`config.mk`:
```
export PLATFORM = sky130hd
export DESIGN_NAME = divider16by8_seq
export DESIGN_NICKNAME = d
export VERILOG_FILES = /design/src/rtl/div_pkg.sv /design/src/rtl/div_step.sv /design/src/rtl/divider16by8_seq.sv
export SDC_FILE = /design/constraint.sdc
export NUM_CORES = 1
export LEC_CHECK = 0
export ABC_AREA = 1
export CORE_ASPECT_RATIO = 0.6
export CORE_MARGIN = 2
export CORE_UTILIZATION = 25
export CTS_CLUSTER_DIAMETER = 50
export CTS_CLUSTER_SIZE = 30
export DETAILED_ROUTE_END_ITERATION = 8
export GPL_TIMING_DRIVEN = 0
export SYNTH_ARGS = -nofsm -noshare
export SYNTH_HDL_FRONTEND = slang
export SYNTH_HIERARCHICAL = 1
export SYNTH_SLANG_ARGS = --single-unit
```
`constraint.sdc`:
```
create_clock -name clk -period 2.9 [get_ports clk]
set_clock_uncertainty 0.05 [all_clocks]
set_input_delay 0.725 -clock clk [delete_from_list [all_inputs] [get_ports clk]]
set_output_delay 0.725 -clock clk [all_outputs]
set_load 0.02 [all_outputs]
```
`src/rtl/div_pkg.sv`:
```
// Shared constants and state type for the sequential restoring divider.
package div_pkg;

    localparam int DEF_DW = 8;
    localparam int CNT_W = $clog2(2 * DEF_DW);
    localparam logic [2*DEF_DW-1:0] Q_ALL_ONES = '1;

    typedef enum logic [1:0] {
        IDLE,
        BUSY,
        DONE
    } div_state_t;

endpackage

```
`src/rtl/div_step.sv`:
```
// One combinational restoring-division step: shift in a dividend bit,
// subtract the divisor when it fits, and emit the resolved quotient bit.
module div_step #(
    parameter int DW = 8
) (
    input  logic [DW-1:0] r,
    input  logic          din,
    input  logic [DW-1:0] divisor,
    output logic [DW-1:0] r_next,
    output logic          q_bit
);

    logic [DW:0] r_shift;

    assign r_shift = {r, din};
    assign q_bit   = (r_shift >= {1'b0, divisor});

    // The restored value is always below the divisor, so DW-bit wraparound
    // arithmetic gives the exact difference.
    assign r_next = q_bit ? (r_shift[DW-1:0] - divisor) : r_shift[DW-1:0];

endmodule

```
`src/rtl/divider16by8_seq.sv`:
```
// Sequential restoring divider, 2*DW / DW, one quotient bit per clock.
// Optional result self-check: DIVIDER16BY8_SELFCHECK_EN.
module divider16by8_seq
    import div_pkg::*;
#(
    parameter int DW = DEF_DW
) (
    input  logic            clk,
    input  logic            rst,
    input  logic            in_valid,
    output logic            in_ready,
    input  logic [2*DW-1:0] dividend,
    input  logic [DW-1:0]   divisor,
    output logic            out_valid,
    input  logic            out_ready,
    output logic [2*DW-1:0] quotient,
    output logic [DW-1:0]   remainder,
    output logic            div_by_zero
`ifdef DIVIDER16BY8_SELFCHECK_EN
    ,
    output logic            check_err
`endif
);

    localparam int CW = (DW == DEF_DW) ? CNT_W : $clog2(2 * DW);
    localparam logic [2*DW-1:0] Q_DBZ =
        (DW == DEF_DW) ? (2*DW)'(Q_ALL_ONES) : {2*DW{1'b1}};

    div_state_t      state;
    logic [2*DW-1:0] dvd_sh;
    logic [DW-1:0]   dsr;
    logic [DW-1:0]   r;
    logic [2*DW-1:0] q_sh;
    logic [CW-1:0]   cnt;

    logic [DW-1:0]   r_nxt;
    logic            q_bit;
    logic [2*DW-1:0] q_fin;
    logic            last_step;

    assign in_ready  = (state == IDLE);
    assign out_valid = (state == DONE);
    assign q_fin     = {q_sh[2*DW-2:0], q_bit};
    assign last_step = (state == BUSY) && (cnt == '0);

    div_step #(
        .DW(DW)
    ) u_step (
        .r      (r),
        .din    (dvd_sh[2*DW-1]),
        .divisor(dsr),
        .r_next (r_nxt),
        .q_bit  (q_bit)
    );

    always_ff @(posedge clk) begin
        if (rst) begin
            state       <= IDLE;
            dvd_sh      <= '0;
            dsr         <= '0;
            r           <= '0;
            q_sh        <= '0;
            cnt         <= '0;
            quotient    <= '0;
            remainder   <= '0;
            div_by_zero <= 1'b0;
        end else begin
            unique case (state)
                IDLE: begin
                    if (in_valid) begin
                        if (divisor != '0) begin
                            dvd_sh <= dividend;
                            dsr    <= divisor;
                            r      <= '0;
                            q_sh   <= '0;
                            cnt    <= CW'(2 * DW - 1);
                            state  <= BUSY;
                        end else begin
                            quotient    <= Q_DBZ;
                            remainder   <= dividend[DW-1:0];
                            div_by_zero <= 1'b1;
                            state       <= DONE;
                        end
                    end
                end
                BUSY: begin
                    dvd_sh <= dvd_sh << 1;
                    r      <= r_nxt;
                    q_sh   <= q_fin;
                    cnt    <= cnt - 1'b1;
                    if (cnt == '0) begin
                        quotient    <= q_fin;
                        remainder   <= r_nxt;
                        div_by_zero <= 1'b0;
                        state       <= DONE;
                    end
                end
                DONE: begin
                    if (out_ready) state <= IDLE;
                end
                default: state <= IDLE;
            endcase
        end
    end

`ifdef DIVIDER16BY8_SELFCHECK_EN
    logic [2*DW-1:0] dvd_lat;
    logic [3*DW-1:0] recon;
    logic            chk_bad;

    // Rebuild the dividend from the result that is about to be loaded.
    assign recon = (3*DW)'(q_fin) * (3*DW)'(dsr) + (3*DW)'(r_nxt);
    assign chk_bad = (recon != (3*DW)'(dvd_lat)) || (r_nxt >= dsr);

    always_ff @(posedge clk) begin
        if (rst) begin
            dvd_lat   <= '0;
            check_err <= 1'b0;
        end else begin
            if (in_ready && in_valid && divisor != '0) dvd_lat <= dividend;
            if (last_step && chk_bad) check_err <= 1'b1;
        end
    end
`else
    logic unused_last;
    assign unused_last = last_step;
`endif

endmodule

```
Yosys cells after proc, flatten, opt, wreduce, memory -nomap -nowiden
Cells that the tools add are included.

Register bits after elaboration: 78. Input port bits: 28. Output and inout port bits: 27. Logic and storage cells: 57.

Add/subtract/negate cells: 2. $lt $le $gt $ge: 1. Eq/ne operators: 7. Muxes and demuxes: 30. Reduce and logical (&&, ||, !) cells: 8.

Operators with widths (count): two-way mux 16 bit (5); one-hot mux 16 bit (2 select lines) (2); two-way mux 8 bit (6); one-hot mux 8 bit (2 select lines) (2); two-way mux 15 bit (2); one-hot mux 15 bit (2 select lines) (1); >= comparator 9 x 8 -> 1 bit (1); AND reduction 3 bit (3); two-way mux 2 bit (4); two-way mux 4 bit (2); one-hot mux 4 bit (2 select lines) (1); nonzero test 8 bit (1); subtractor 8 bit (1); inequality test 2 x 1 -> 1 bit, second input constant (3); one-hot mux 2 bit (3 select lines) (1); logical NOT 4 bit (1); inequality test 2 bit, second input constant (2); AND reduction 4 bit (1); subtractor 4 x 1 -> 4 bit, second input constant (1); two-way mux 1 bit (3); equality test 2 x 1 -> 1 bit, second input constant (1); equality test 2 bit, second input constant (1); logical NOT 2 bit (1); one-hot mux 1 bit (2 select lines) (1); nonzero test 2 bit (1).

Depth between registers and ports, before layout
Depth after elaboration: 4. Mapped depth: 15.

Cells and area by module
The synthesis kept the hierarchy.

Modules (own cells, without submodules): divider16by8_seq (times used 1, cells each 475, area each 3382.0 um2); div_step (times used 1, cells each 109, area each 651.9 um2).

Least setup slack after synthesis
OpenSTA, ideal clock, no wires.

Path type: flip-flop to flip-flop. From: reg dvd_sh[15]. To: reg remainder[4]. Setup time: 0.070 ns. Arrival time: 1.735 ns. Data required time: 2.780 ns. Slack: 1.045 ns. Stages on the path, launching flop included: 14. Buffers on the path: 0. Clock period less this slack: 1.855 ns. Cells stage by stage: dfxtp_1 inv_1 ha_1 fa_1 inv_1 nand3_1 nand3_1 xor2_1 nand2_2 nand2_2 nand2_1 nand2_1 nand3_1 a21oi_1.

Word-level cells in the longest chain between the ends: 4. Elaborated cells on any way between the ends: 5.

RTL lines: start, declared (line divider16by8_seq.sv:30) `logic [2*DW-1:0] dvd_sh;`; start signal, assigned (line divider16by8_seq.sv:72) `dvd_sh <= dividend;`; start signal, assigned (line divider16by8_seq.sv:87) `dvd_sh <= dvd_sh << 1;`; subtractor 8 bit or >= comparator 9 x 8 -> 1 bit (tied branches) (line div_step.sv:20, div_step.sv:16); two-way mux 8 bit (*) (line div_step.sv:20) `assign r_next = q_bit ? (r_shift[DW-1:0] - divisor) : r_shift[DW-1:0];`; net r_nxt[4] (line divider16by8_seq.sv:36) `logic [DW-1:0] r_nxt;`; two-way mux 8 bit (*) (line divider16by8_seq.sv:91) `if (cnt == '0) begin`; one-hot mux 8 bit (2 select lines) (*) (line divider16by8_seq.sv:68) `unique case (state)`; end signal, assigned (line divider16by8_seq.sv:80) `remainder <= dividend[DW-1:0];`; end signal, assigned (line divider16by8_seq.sv:93) `remainder <= r_nxt;`; end, declared (line divider16by8_seq.sv:17) `output logic [DW-1:0] remainder,`.

The timed path passes the listed nets; every way through them passes the cells marked *. The select of a mux whose other input is x is not followed. A chain may end at the register's enable or synchronous reset.

Worst setup path in the final report
From: reg state[1]. To: out in_ready.

Word-level cells in the longest chain between the ends: 1.

RTL lines: start, declared (line divider16by8_seq.sv:29) `div_state_t state;`; start signal, assigned (line divider16by8_seq.sv:58) `state <= IDLE;`; start signal, assigned (line divider16by8_seq.sv:77) `state <= BUSY;`; start signal, assigned (line divider16by8_seq.sv:82) `state <= DONE;`; logical NOT 2 bit (line divider16by8_seq.sv:41) `assign in_ready = (state == IDLE);`; end, declared (line divider16by8_seq.sv:11) `output logic in_ready,`.

No other way between the ends.

==> out/results.md <==
| Item | Value | Unit |
|:---|:---|:---|
| Result of the run | completed | - |
| Most frequent cells after synthesis | 186 x nand2_1, 78 x dfxtp_1, 70 x a21oi_1, 62 x nor2_1, 59 x nand3_1 | - |
| Port Buffers | 52 | - |
| Crit Reg-Reg Startpoint | dvd_sh[15] | - |
| Areal power density over the cells | 719.1 | nW/um2 |
| Row Count | 35 | - |
| Count of fill cells added during filler insertion | 1698 | - |
| Netlist Area Pre-Place | 4034 | um2 |
| CTS Hold Buffers Added | 0 | - |
| Die width | 168.0 | um |
| Global placer's final weighted congestion | 0.8201 | - |
| Total net switching power | 1339 | uW |
| Number of cells traversed by the worst hold path | 2 | - |
| Total clock buffers created by CTS | 9 | - |
| Effective utilization at floorplan | 25.95 | % |
| Highest achievable clock rate | 416.3 | MHz |
| Aggregate negative setup slack | 0 | ns |
| Number of DRC markers after the initial detailed-route iteration | 322 | - |
| Synthesized netlist net count | 622 | - |
| Number of flops mapped to enable cells by yosys | 0 | - |
| Layout Cells excl Fill | 855 | - |
| Total number of vias | 3831 | - |
| Final setup vio count | 0 | - |
| Share of cells above drive strength 1 | 11.66 | % |
| Ports | 55 | - |
| Final antenna diode count | 0 | - |
| Sequential Power Share | 34.1 | % |
| Global-route wire length before repair | 18600 | um |
| Flip-flop and latch count after synthesis | 78 | - |
| Crit end category | output port | - |
| Yosys cell types | 31 | - |
| Leakage | 0.002156 | uW |
| CTS tree | done | - |
| Die Y-Extent | 102.4 | um |
| Total track usage | 14.20 | % |
| Area growth syn-to-layout | 26.46 | % |
| Total of warnings raised by yosys | 6 | - |
| Hold crit path type | reg -> reg | - |
| Root buffer selected by CTS | clkbuf_16 | - |
| Worst-case register-to-register setup slack | 0.73 | ns |
| Post-DR vias/cell | 4.481 | - |
| Final hold viol count | 0 | - |
| Aggregate routed wire length | 11530 | um |
| Arrival time worst endpoint | 1.63 | ns |
| Critical-path maximum fanout | 4 | - |
| Final #Nets | 685 | - |
| Congestion Overflow GR | 0 | - |
| Placement Cell Area | 4808 | um2 |
| Largest net degree at the start of global routing | 14 | - |
| Most area-hungry cell type in the Yosys netlist | dfxtp_1 | - |
| Final period utilization | 82.83 | % |
| Clock period minus final worst setup slack | 2.402 | ns |
| Worst voltage drop across the vdd grid | 0.2664 | mV |
| Floorplan die area | 17200 | um2 |
| Count of pins over their slew limit | 0 | - |
| Capturing element of the worst setup path | in_ready | - |
| Post-synthesis cell count | 584 | - |
| Sw frac | 36.50 | % |
| Drt wl/cell | 13.48 | um |
| Final design area excluding fillers | 5101 | um2 |
| Clock-pin slew on the worst setup and hold paths | 0.06 | ns |
| Pre-antenna DRT Iters | 5 | - |
| Slew at the pin closest to its max-slew limit | 0.6430 | ns |
| Worst slew margin relative to its limit | 57.13 | % |
| Count of max-cap constraint violations | 0 | - |
| Post-cts resize count | 0 | - |
| H-tree depth reported by CTS | 3 | - |
| DRC errors left | 0 | - |
| Kind of critical path | reg -> out | - |
| Most used flip-flop cell after synthesis | dfxtp_1 | - |
| Clk Latency, worst-skew pair | 0.34 | ns |
| Unrepaired setup endpoints after global routing | false | - |
| Area of the placeable core | 15550 | um2 |
| # clock sinks | 78 | - |
| Combined area of the multi-input logic cells | 2141 | um2 |
| Sequential area share after synthesis | 38.71 | % |
| Critical Path Source | state[1] | - |
| CP Launch Type | register | - |
| Most used standard cell by instance count after synthesis | nand2_1 | - |
| Antenna Violating Nets Remaining | 0 | - |
| Mean area per synthesized cell | 6.907 | um2 |
| Cell count of the worst reg-to-reg path | 13 | - |
| Cell types occupying the most area after synthesis | dfxtp_1 39%, nand2_1 17%, a21oi_1 8.7%, nand3_1 7.3%, nor2_1 5.8% | - |
| Total internal power | 2329 | uW |
| Initial antenna violation count | 0 | - |
| Sequential standard cell area | 1562 | um2 |
| Reg2reg end | remainder[4] | - |
| HPWL after detailed placement | 8919 | um |
| Data required time of the worst path | 2.12 | ns |
| Number of global-route vias before repair | 3446 | - |
| Ys async rst share | 0 | % |
| Post-CTS Repair Setup Buffers | 0 | - |
| Buffer levels on the longest clock path | 2 | - |
| Count of placed standard cells including taps | 839 | - |
| Combinational share of power | 35.4 | % |
| Clock network fraction of total power | 30.5 | % |
| Area share of the leading cell type in the synthesized netlist | 38.71 | % |
-- state kept, by name (all words and copies together) (netlist names) --
signal       cells
quotient        16
dsr              8
r                8
remainder        8
dvd_sh          16
state            2
cnt              4
q_sh            15
div_by_zero      1
-- power groups by stage --
stage | registers (uW) | clock network, uW | logic (uW)
floorplan | 1310 | 0 | 878
global placement | 1270 | 0 | 1280
detailed placement | 1270 | 0 | 1290
CTS | 1250 | 1140 | 1290
global route | 1260 | 1200 | 1440
finish | 1250 | 1120 | 1300
-- layout make-up --
type / instances / area share (%)
clock buffers: 11 / 4.562
flip-flops and latches: 78 / 30.61
repair buffers: 52 / 10.20
inverters: 37 / 2.821
well taps: 203 / 4.979
clock inverters: 5 / 1.177
plain buffers: 31 / 3.679
multi-input cells: 438 / 41.97
-- worst min path at each step --
stage                      endpoint      start  slack [ns]
after global routing      dvd_sh[9]  dvd_sh[9]        0.43
final                     dvd_sh[9]  dvd_sh[9]        0.41
after floorplan              cnt[2]     cnt[2]        0.39
after detailed placement  dvd_sh[9]  dvd_sh[9]        0.40
after global placement    dvd_sh[1]  dvd_sh[1]        0.40
after CTS                 dvd_sh[4]  dvd_sh[4]        0.41
-- through the flow --
| step | hold WS [ns] | util [%] | total power [uW] | setup slack, ns |
|---|---|---|---|---|
| 4_1_cts | 0.4106 | 32.81 | 3687 | 0.4894 |
| 5_1_grt | 0.4258 | 32.81 | 3905 | 0.4364 |
| 3_3_place_gp | 0.3979 | 30.93 | 2557 | 0.4649 |
| 2_1_floorplan | 0.3890 | - | 2189 | 1.045 |
| 6_report | 0.4106 | 32.81 | 3668 | 0.4980 |
| 3_5_place_dp | 0.4009 | 30.93 | 2564 | 0.4372 |
-- cell families after synthesis --
kind of cell / share of synthesized area (%)
and+or+nand+nor: 39.45
DFF: 38.71
AOI/OAI and AO/OA: 9.460
buffers and inverters: 8.220
adders and majority gates: 3.288
xor gates and xnor gates: 0.8686
-- worst max-delay path, stage by stage (launching register included) --
cell             delay (ns)
dfxtp_1                0.35
nor2_2                 0.27
clkdlybuf4s50_1        0.67
-- cell usage in the layout (no fill, tap or decap), types with 2 or more instances in the layout --
cell type and count:
nor2_1 62, nand3_1 59, clkbuf_1 11, nand2_2 17, ha_1 9, nand2_4 5
o21ai_2 2, dfxtp_1 78, clkinvlp_4 4, inv_1 32, nor2_4 6, nand2_1 186
clkdlybuf4s50_1 52, buf_4 5, clkbuf_16 9, buf_2 12, inv_2 2, a21oi_1 70
xor2_1 2, buf_6 5, clkinv_1 2, xnor2_1 2, nand3b_1 8
-- layer usage --
layer  wire length [um]  vias up  GRT usage (%)  share of wire, %
li1                   -     1986              -                 -
met1               6505     1740          22.81                56
met2               4073       99          17.67                35
met3                867        6          4.648               7.5
met4                 82        0          2.408              0.71
met5                  0        -              0                 0
Power figures use the tool's default switching activity.
